--- config.mk ---
export PLATFORM = sky130hd
export DESIGN_NAME = tlul_xspi_retry_ctrl
export DESIGN_NICKNAME = d
export VERILOG_FILES = /design/src/rtl/tlul_xspi_retry_ctrl.sv
export SDC_FILE = /design/constraint.sdc
export NUM_CORES = 1
export LEC_CHECK = 0
export BUFFER_PORTS_ARGS = -buffer_cell sky130_fd_sc_hd__buf_2
export CAP_MARGIN = 30
export CORE_AREA = 2 2 121 123
export CTS_CLUSTER_DIAMETER = 200
export CTS_CLUSTER_SIZE = 14
export DETAILED_ROUTE_END_ITERATION = 12
export DIE_AREA = 0 0 123 125
export PLACE_DENSITY = 0.63
export SYNTH_ARGS = -nofsm -noshare
export SYNTH_HDL_FRONTEND = slang
export SYNTH_SLANG_ARGS = --single-unit
--- constraint.sdc ---
create_clock -name clk -period 2.6 [get_ports clk]
set_input_delay 0.52 -clock clk [delete_from_list [all_inputs] [get_ports clk]]
set_output_delay 0.52 -clock clk [all_outputs]
set_load 0.05 [all_outputs]
--- src/rtl/tlul_xspi_retry_ctrl.sv ---
`default_nettype none
// ============================================================================
// Module      : tlul_xspi_retry_ctrl
// Description : Single-outstanding TL-UL to xSPI 8S bridge. Retries failed
//               attempts after a CRC error or timeout, with a fixed backoff.
//               Optional counters are enabled by XSPI_RETRY_STATS_EN.
// Revision    : 1.0 - initial release
// ============================================================================
module tlul_xspi_retry_ctrl #(
   parameter int         TL_ADDR_WIDTH   = 64,
   parameter int         TL_DATA_WIDTH   = 64,
   parameter int         TL_SOURCE_WIDTH = 3,
   parameter int         MAX_RETRY       = 3,
   parameter int         BACKOFF_CYC     = 4,
   parameter int         TIMEOUT_CYC     = 1024,
   parameter logic [7:0] CMD_RD          = 8'h03,
   parameter logic [7:0] CMD_WR          = 8'h02
) (
   input  logic                             clk,
   input  logic                             rst,
   input  logic                             a_valid,
   output logic                             a_ready,
   input  logic [2:0]                       a_opcode,
   input  logic [TL_ADDR_WIDTH-1:0]         a_address,
   input  logic [TL_DATA_WIDTH-1:0]         a_data,
   input  logic [TL_SOURCE_WIDTH-1:0]       a_source,
   output logic                             d_valid,
   input  logic                             d_ready,
   output logic [2:0]                       d_opcode,
   output logic [TL_SOURCE_WIDTH-1:0]       d_source,
   output logic [TL_DATA_WIDTH-1:0]         d_data,
   output logic                             d_error,
   output logic                             spi_start,
   output logic [7:0]                       spi_cmd,
   output logic [23:0]                      spi_addr,
   output logic [31:0]                      spi_wdata,
   input  logic                             spi_done,
   input  logic                             spi_crc_err,
   input  logic [31:0]                      spi_rdata,
   output logic [$clog2(MAX_RETRY+1)-1:0]   retry_cnt
`ifdef XSPI_RETRY_STATS_EN
   ,
   output logic [15:0]                      stat_retries,
   output logic [15:0]                      stat_fails
`endif
);

   localparam int         c_RC_W   = $clog2(MAX_RETRY + 1);
   localparam int         c_TMO_W  = (TIMEOUT_CYC > 1) ? $clog2(TIMEOUT_CYC) : 1;
   localparam int         c_BO_W   = (BACKOFF_CYC > 1) ? $clog2(BACKOFF_CYC) : 1;
   localparam logic [2:0] c_OP_PUT = 3'd0;
   localparam logic [2:0] c_OP_GET = 3'd4;

   typedef enum logic [2:0] {
      ST_IDLE    = 3'd0,
      ST_ISSUE   = 3'd1,
      ST_WAIT    = 3'd2,
      ST_BACKOFF = 3'd3,
      ST_RESP    = 3'd4
   } state_e;

   state_e                       r_state;
   state_e                       w_next;
   logic                         r_is_get;
   logic                         r_err;
   logic [7:0]                   r_cmd;
   logic [23:0]                  r_addr;
   logic [31:0]                  r_wdata;
   logic [31:0]                  r_rdata;
   logic [TL_SOURCE_WIDTH-1:0]   r_source;
   logic [c_RC_W-1:0]            r_retry;
   logic [c_TMO_W-1:0]           r_tmo;
   logic [c_BO_W-1:0]            r_bo;

   logic w_accept;
   logic w_op_ok;
   logic w_timeout;
   logic w_ok;
   logic w_retry;
   logic w_exhaust;
   logic w_unused;

   always_ff @(posedge clk) begin
      if (rst) begin
         r_state <= ST_IDLE;
      end else begin
         r_state <= w_next;
      end
   end

   // A clean spi_done is tested first so it wins over a same-cycle timeout.
   always_comb begin
      w_next    = r_state;
      w_accept  = 1'b0;
      w_ok      = 1'b0;
      w_retry   = 1'b0;
      w_exhaust = 1'b0;
      w_op_ok   = (a_opcode == c_OP_PUT) || (a_opcode == c_OP_GET);
      w_timeout = (r_tmo == c_TMO_W'(TIMEOUT_CYC - 1));
      case (r_state)
         ST_IDLE: begin
            if (a_valid) begin
               w_accept = 1'b1;
               w_next   = w_op_ok ? ST_ISSUE : ST_RESP;
            end
         end
         ST_ISSUE: w_next = ST_WAIT;
         ST_WAIT: begin
            if (spi_done && !spi_crc_err) begin
               w_ok   = 1'b1;
               w_next = ST_RESP;
            end else if (spi_done || w_timeout) begin
               if (r_retry == c_RC_W'(MAX_RETRY)) begin
                  w_exhaust = 1'b1;
                  w_next    = ST_RESP;
               end else begin
                  w_retry = 1'b1;
                  w_next  = ST_BACKOFF;
               end
            end
         end
         ST_BACKOFF: begin
            if (r_bo == c_BO_W'(BACKOFF_CYC - 1)) begin
               w_next = ST_ISSUE;
            end
         end
         ST_RESP: begin
            if (d_ready) begin
               w_next = ST_IDLE;
            end
         end
         default: w_next = ST_IDLE;
      endcase
   end

   always_ff @(posedge clk) begin
      if (rst) begin
         r_is_get <= 1'b0;
         r_err    <= 1'b0;
         r_cmd    <= 8'h00;
         r_addr   <= 24'h0;
         r_wdata  <= 32'h0;
         r_rdata  <= 32'h0;
         r_source <= '0;
         r_retry  <= '0;
         r_tmo    <= '0;
         r_bo     <= '0;
      end else begin
         if (w_accept) begin
            r_is_get <= (a_opcode == c_OP_GET);
            r_err    <= !w_op_ok;
            r_cmd    <= (a_opcode == c_OP_GET) ? CMD_RD :
                        (a_opcode == c_OP_PUT) ? CMD_WR : 8'h00;
            r_addr   <= a_address[23:0];
            r_wdata  <= a_data[31:0];
            r_source <= a_source;
            r_rdata  <= 32'h0;
            r_retry  <= '0;
         end
         if (w_ok && r_is_get) begin
            r_rdata <= spi_rdata;
         end
         if (w_exhaust) begin
            r_err <= 1'b1;
         end
         // Only reached while below MAX_RETRY, so the count never wraps.
         if (w_retry) begin
            r_retry <= r_retry + 1'b1;
         end
         r_tmo <= (r_state == ST_WAIT)    ? r_tmo + 1'b1 : '0;
         r_bo  <= (r_state == ST_BACKOFF) ? r_bo + 1'b1  : '0;
      end
   end

   assign a_ready   = (r_state == ST_IDLE);
   assign d_valid   = (r_state == ST_RESP);
   assign spi_start = (r_state == ST_ISSUE);
   assign d_opcode  = {2'b00, r_is_get};
   assign d_source  = r_source;
   assign d_data    = TL_DATA_WIDTH'(r_rdata);
   assign d_error   = r_err;
   assign spi_cmd   = r_cmd;
   assign spi_addr  = r_addr;
   assign spi_wdata = r_wdata;
   assign retry_cnt = r_retry;

   // Upper address/data bits are architecturally ignored.
   assign w_unused  = ^{a_address, a_data};

`ifdef XSPI_RETRY_STATS_EN
   logic [15:0] r_stat_retries;
   logic [15:0] r_stat_fails;

   always_ff @(posedge clk) begin
      if (rst) begin
         r_stat_retries <= 16'h0;
         r_stat_fails   <= 16'h0;
      end else begin
         if (w_retry && (r_stat_retries != 16'hFFFF)) begin
            r_stat_retries <= r_stat_retries + 16'h1;
         end
         if ((w_exhaust || (w_accept && !w_op_ok)) && (r_stat_fails != 16'hFFFF)) begin
            r_stat_fails <= r_stat_fails + 16'h1;
         end
      end
   end

   assign stat_retries = r_stat_retries;
   assign stat_fails   = r_stat_fails;
`endif

endmodule
`default_nettype wire

==> results of run 1 <==
==> state kept, by name, summed over array words and instances (netlist names), 3 cells and up <==
| name | count |
|---|---|
| spi_wdata | 32 |
| r_rdata | 32 |
| spi_addr | 24 |
| r_tmo | 10 |
| r_state | 3 |
| d_source | 3 |
==> cells in the final DEF, fill, tap and decap left out, drive strengths merged, types with 2 or more instances in the layout <==
| cell type | n |
|---|---|
| o21ai | 5 |
| conb | 40 |
| nand2 | 128 |
| inv | 4 |
| or3b | 2 |
| bufinv | 2 |
| clkbuf | 11 |
| nor3b | 2 |
| nor2 | 48 |
| xnor2 | 2 |
| nor3 | 2 |
| a41o | 2 |
| dfxtp | 111 |
| buf | 205 |
| mux2i | 2 |
| a22oi | 32 |
| nand3 | 4 |
| clkinv | 2 |
| a21oi | 64 |
| xor2 | 6 |
| and4 | 3 |
| and3 | 4 |
| ha | 3 |
| nand4 | 3 |
==> synthesized netlist by cell type (all sizes together) (2+ instances only) <==
cell,number,area share
nand2,128,0.10
buf,58,0.10
nand3,4,0.0054
a21oi,64,0.070
nor3b,2,0.0057
xnor2,2,0.0038
a22oi,32,0.084
and4,3,0.0057
mux2i,2,0.0043
clkbuf,18,0.015
and3,4,0.0054
o21ai,5,0.0054
a41o,2,0.0043
xor2,6,0.011
nand4,3,0.0041
nor2,48,0.039
dfxtp,111,0.48
or3b,2,0.0043
inv,4,0.0032
ha,3,0.0081
nor3,2,0.0057
==> through the flow <==
stage | cell area [um^2] | hold WS (ns) | utilization | cells | setup WS, ns
6_report | 5859 | 0.4044 | 0.4125 | 883 | 0.2996
5_1_grt | 5857 | 0.3991 | 0.4124 | 882 | 0.1976
4_1_cts | 5857 | 0.3865 | 0.4124 | 882 | 0.2782
3_5_place_dp | 5544 | 0.4116 | 0.3903 | 867 | 0.6183
3_3_place_gp | 5544 | 0.4104 | 0.3903 | 867 | 0.6303
2_1_floorplan | 4771 | 0.3984 | - | 554 | 0.2879
==> worst paths after layout <==
path,startpoint,end,slack [ns],cells past startpoint
worst max register to register,r_tmo[0]$_SDFF_PP0_,r_state[1]$_SDFFE_PP0P_,0.81,5
worst min register to register,r_bo[0]$_SDFF_PP0_,r_bo[0]$_SDFF_PP0_,0.42,1
worst max-delay path,r_state[2]$_SDFFE_PP0P_,d_valid,0.30,3
worst min-delay path,a_address[4],spi_addr[4]$_SDFFE_PP0P_,0.40,3
==> power by group <==
| group | switching (mW) | internal [mW] | total [mW] |
|---|---|---|---|
| clock | 0.595 | 0.863 | 1.46 |
| combinational | 1.78 | 0.573 | 2.36 |
| sequential | 0.170 | 1.95 | 2.12 |
==> cell type report <==
cell class                 instances  area, um^2
sequential                       111        2222
multi-input combinational        363        1996
tap                              184       230.2
inverter                           4       15.01
clock inverter                     4       70.07
timing repair buffer             205        1081
clock buffer                      11       242.7
antenna                            1       2.502
fill                            1465        8344
==> logic make-up after synthesis <==
kind of cell / Yosys count
AO/OA/AOI/OAI: 108
XOR/XNOR: 8
adder cells (fa/ha/maj): 3
buffers and inverters: 80
flip-flops: 111
multiplexers: 3
other: 1
AND/OR/NAND/NOR: 201
==> layer usage <==
layer	share of wire	vias up	global-route usage
li1	-	1989	-
met1	0.42	1737	0.1674
met2	0.46	157	0.2275
met3	0.097	17	0.05839
met4	0.021	2	0.05013
met5	0.0012	-	0
==> worst max-delay path, delay by kind of cell (launching register included) <==
family / cells / cell delay, ns
buffers and inverters: 2 / 0.31
and+or+nand+nor: 1 / 0.52
DFF: 1 / 0.61
==> results.md, run 1 <==
* Asr flop ratio synth at 0
* Slew @ Worst Pin at 0.5735 ns
* Hold-fix buffers at CTS at 0
* Post-Synth Simple-Gate Area at 0.1910
* Final period utilization at 0.8848
* GRT Util Overall at 0.1409
* Fmax at 434.7 MHz
* Final hold vios at 0
* Status: completed
* Number of buffers on the longest clock path at 2
* Worst min path class: in2reg
* DRT Pass-1 Iters at 4
* Total negative setup slack at 0 ns
* Drc violations at 0
* Area Growth Syn to Fin at 26.70%
* Die Ht at 125 um
* Starting Density at 0.3256
* # resized after CTS at 0
* Crit-path cells: or3b_2, inv_1, buf_2
* Initial antenna violation count at 2
* WL/cell at 12.43 um
* Post-Syn Instances at 515
* Post-Synth Adder-Cell Area at 0.008117
* Iteration-0 DRC count of the detailed router at 146
* NumNets Final at 869
* Core Rows at 44
* Worst EP required at 2.08 ns
* Fin. max-slew vios at 0
* DIE AREA at 15380 um^2
* Vias in the first global route at 3545
* TritonCTS Buffers at 9
* Syn_area_per_cell at 8.979 um^2
* Routed Antenna Nets at 0
* Largest net degree at the start of global routing at 63
* Synth Area in Compound Gates at 0.1764
* RSZ-0062 raised after global routing: false
* CP Launch Type: flop
* Cell Pwr Density at 1012 nW/um^2
* Main combinational cell family by area after synthesis: simple AND/OR/NAND/NOR gates
* Final Skew at 0.006986 ns
* I/O Pins at 312
* # clock sinks at 111
* Cell variety after synth at 43
* Crit-path max FO at 9
* CTS tree: built
* Final RePlAce weighted congestion at 0.8027
* Clock Latency Late Sink at 0.35 ns
* Crit Path Class: reg2out
* Total global routing overflow at 0
* Yosys reg bits at 111
* Post-synth EDFFs at 0
* Leak pwr at 2.705 nW
* Max incr delay on CP at 0.61 ns
* Post-synthesis mux area share at 0.007576
* Via Count at 3902
* H-tree levels at 3
* Fin crit period at 2.300 ns
* Vias per Instance at 4.419
* Layout cells sized above 1 at 0.3754
* Sequential area share after synthesis at 0.4805
* Global-route wire length before repair at 17190 um
* Syn. warnings at 0
* Post-Syn Area at 4624 um^2
* VDD IR max at 0.4384 mV
* Setup bufs post-CTS at 0
* Main flop type after synthesis: dfxtp_1
* Worst-path clk slew at 0.07 ns
* Synth Area in XOR/XNOR at 0.01515
* Slew HR at 0.6169
* Total Power at 5.931 mW
* Max Cap Viol at 0
* Port buffer count at 199
* DIE WIDTH at 123 um
* Final WL at 10980 um
* Worst EP arrival at 1.78 ns
* Clock Root Buffer: clkbuf_16
* CORE AREA at 14200 um^2
* Endpoints failing setup at 0
* Worst path slowest cell: dfxtp_1
* Critical path capture point type: output pin
* Dpl hpwl at 7692 um
Note: power is estimated with default switching activity, not from simulation.
==> run 2: changes to the inputs <==
--- a/config.mk
+++ b/config.mk
@@ -13,6 +13,7 @@
 export DETAILED_ROUTE_END_ITERATION = 12
 export DIE_AREA = 0 0 123 125
 export PLACE_DENSITY = 0.63
+export RECOVER_POWER = 100
 export SYNTH_ARGS = -nofsm -noshare
 export SYNTH_HDL_FRONTEND = slang
 export SYNTH_SLANG_ARGS = --single-unit
==> run 2 against run 1 <==
Final cell count stayed put. Sequential share of layout area is 2.2 points higher. Via count is 0.46% lower. Final area is 5.4% lower. Setup slack better by 0.080 ns. Routed wire length is 1.3% higher. Sequential power hardly changed. Worst hold slack better by 0.00066 ns. Utilization is 2.2 points lower. Global-route usage stayed put. Largest cell class unchanged.
==> results.md, run 2 (synthesis results as in run 1) <==
* Setup bufs post-CTS at 0 (unchanged)
* CP bufs+invs at 2 (unchanged)
* Hold slack at 0.4051 ns (+0.0006630 ns)
* Layout cells sized above 1 at 0.1834 (-0.1920)
* Filler cells at 1543 (+5.3%)
* TritonCTS Buffers at 9 (unchanged)
* WL/cell at 12.60 um (+1.3%)
* Largest net degree at the start of global routing at 63 (unchanged)
* RSZ-0062 raised after global routing: false
* Clock Latency Late Sink at 0.34 ns (about the same)
* Leak pwr at 2.262 nW (-16%)
* Finished Cell Area at 5542 um^2 (-5.4%)
* # clock sinks at 111 (unchanged)
* Slew HR at 0.3488 (-0.2680)
* Die Ht at 125 um (unchanged)
* Total negative setup slack at 0 ns (unchanged)
* Fin crit period at 2.220 ns (-0.08032 ns)
* R2r startpoint: r_state[1]$_SDFFE_PP0P_
* H-tree levels at 3 (unchanged)
* Register area at 2222 um^2 (unchanged)
* Initial antenna violation count at 2 (unchanged)
* VDD IR max at 0.4315 mV (-1.6%)
* Vias in the first global route at 3545 (unchanged)
* NumNets Final at 869 (unchanged)
* DIE AREA at 15380 um^2 (unchanged)
* Clock Root Buffer: clkbuf_16
* Commonest non-fill, non-tap cells in the layout: nand2_1, dfxtp_1, clkbuf_1
* Final WL at 11130 um (+1.3%)
* Worst EP arrival at 1.70 ns (-0.08 ns)
* CTS tree: built
* Crit-path cells: or3b_2, inv_1, clkbuf_2
* Total global routing overflow at 0 (unchanged)
* GRT Util Overall at 0.1409 (unchanged)
* Cell Count, Final, Fillers Out at 883 (unchanged)
* Post-placement cell count at 867 (unchanged)
* Core Rows at 44 (unchanged)
* # resized after CTS at 0 (unchanged)
* Final RePlAce weighted congestion at 0.8027 (unchanged)
* I/O Pins at 312 (unchanged)
* Worst EP required at 2.08 ns (about the same)
* Worst-path clk slew at 0.07 ns (about the same)
* Hold Startpoint: a_address[4]
* Final period utilization at 0.8539 (-0.03089)
* Worst path top cell family by delay: flip-flops
* CORE AREA at 14200 um^2 (unchanged)
* Crit Path Class: reg2out
* Hold-fix buffers at CTS at 0 (unchanged)
* Critical path capture point type: output pin
* CP Launch Type: flop
* Via Count at 3884 (-0.46%)
* DRT Pass-1 Iters at 4 (unchanged)
* Slew @ Worst Pin at 0.9632 ns (+0.3897 ns)
* Cell Pwr Density at 1042 nW/um^2 (+2.9%)
* DIE WIDTH at 123 um (unchanged)
* Routed Antenna Nets at 0 (unchanged)
* Endpoints failing setup at 0 (unchanged)
* Max Cap Viol at 0 (unchanged)
* Worst setup path startpoint: r_state[2]$_SDFFE_PP0P_
* Crit-path max FO at 9 (unchanged)
* Final Skew at 0.006874 ns (-0.0001120 ns)
* Commonest non-fill, non-tap cell in the layout: nand2_1
* Fmax at 450.4 MHz (+3.6%)
* Worst min path class: in2reg
* Area Growth Syn to Fin at 19.83%
* Max incr delay on CP at 0.52 ns (-0.09 ns)
* Multi-input combinational cell area at 1802 um^2 (-9.7%)
* Final hold vios at 0 (unchanged)
* Global-route wire length before repair at 17190 um (unchanged)
* Placed Area at 5544 um^2 (unchanged)
* Number of buffers on the longest clock path at 2 (unchanged)
* Drc violations at 0 (unchanged)
* Status: completed
* Dpl hpwl at 7692 um (unchanged)
* Fin. max-slew vios at 0 (unchanged)
* Worst path slowest cell: dfxtp_1
* Starting Density at 0.3256 (unchanged)
* Vias per Instance at 4.399 (-0.46%)
* Iteration-0 DRC count of the detailed router at 153 (+4.8%)
* Total Power at 5.773 mW (-2.7%)
* Port buffer count at 199 (unchanged)
[run 2: changes by cell type in the layout (fill, tap and decap cells not counted), sizes merged]
| cell | change |
|---|---|
| buf | -100 |
| clkbuf | +100 |
[run 2: final timing paths]
path	end	slack, ns	depth (start not counted)
max	d_valid	0.38	3
min	spi_addr[4]$_SDFFE_PP0P_	0.41	3
max reg2reg	r_rdata[22]$_SDFFE_PP0P_	0.49	5
min reg2reg	r_bo[0]$_SDFF_PP0_	0.42	1
[run 2: area by class of cell]
type | instances | share of cell area
inverter | 4 | 0.002709
clock inverter | 4 | 0.01264
sequential | 111 | 0.4010
multi-input combinational | 363 | 0.3251
clock buffer | 11 | 0.04380
timing repair buffer | 205 | 0.1727
antenna | 1 | 0.0004516
tap | 184 | 0.04154
[run 2: per-stage QoR]
stage / setup WS [ns] / utilization
final: 0.3799 / 0.3902
after global routing: 0.2238 / 0.3900
after CTS: 0.2782 / 0.4124
after detailed placement: 0.6183 / 0.3903
after global placement: 0.6303 / 0.3903
after floorplan: 0.2879 / -
[run 2: power breakdown]
group | switching (mW) | internal [mW] | total, mW | leakage [nW]
combinational | 1.75 | 0.464 | 2.21 | 1.20
sequential | 0.161 | 1.95 | 2.11 | 0.903
clock | 0.593 | 0.863 | 1.46 | 0.155
[run 2: tightest hold or removal path: stages]
cell     delay [ns]
buf_2          0.09
nand2_1        0.04
a21oi_1        0.05
[run 2: metal layers]
metal	global-route usage	vias up	routed length, um
met3	0.05839	17	1057
met4	0.05013	2	208
met5	0	-	7
li1	-	1983	-
met1	0.1674	1725	4823
met2	0.2275	157	5028
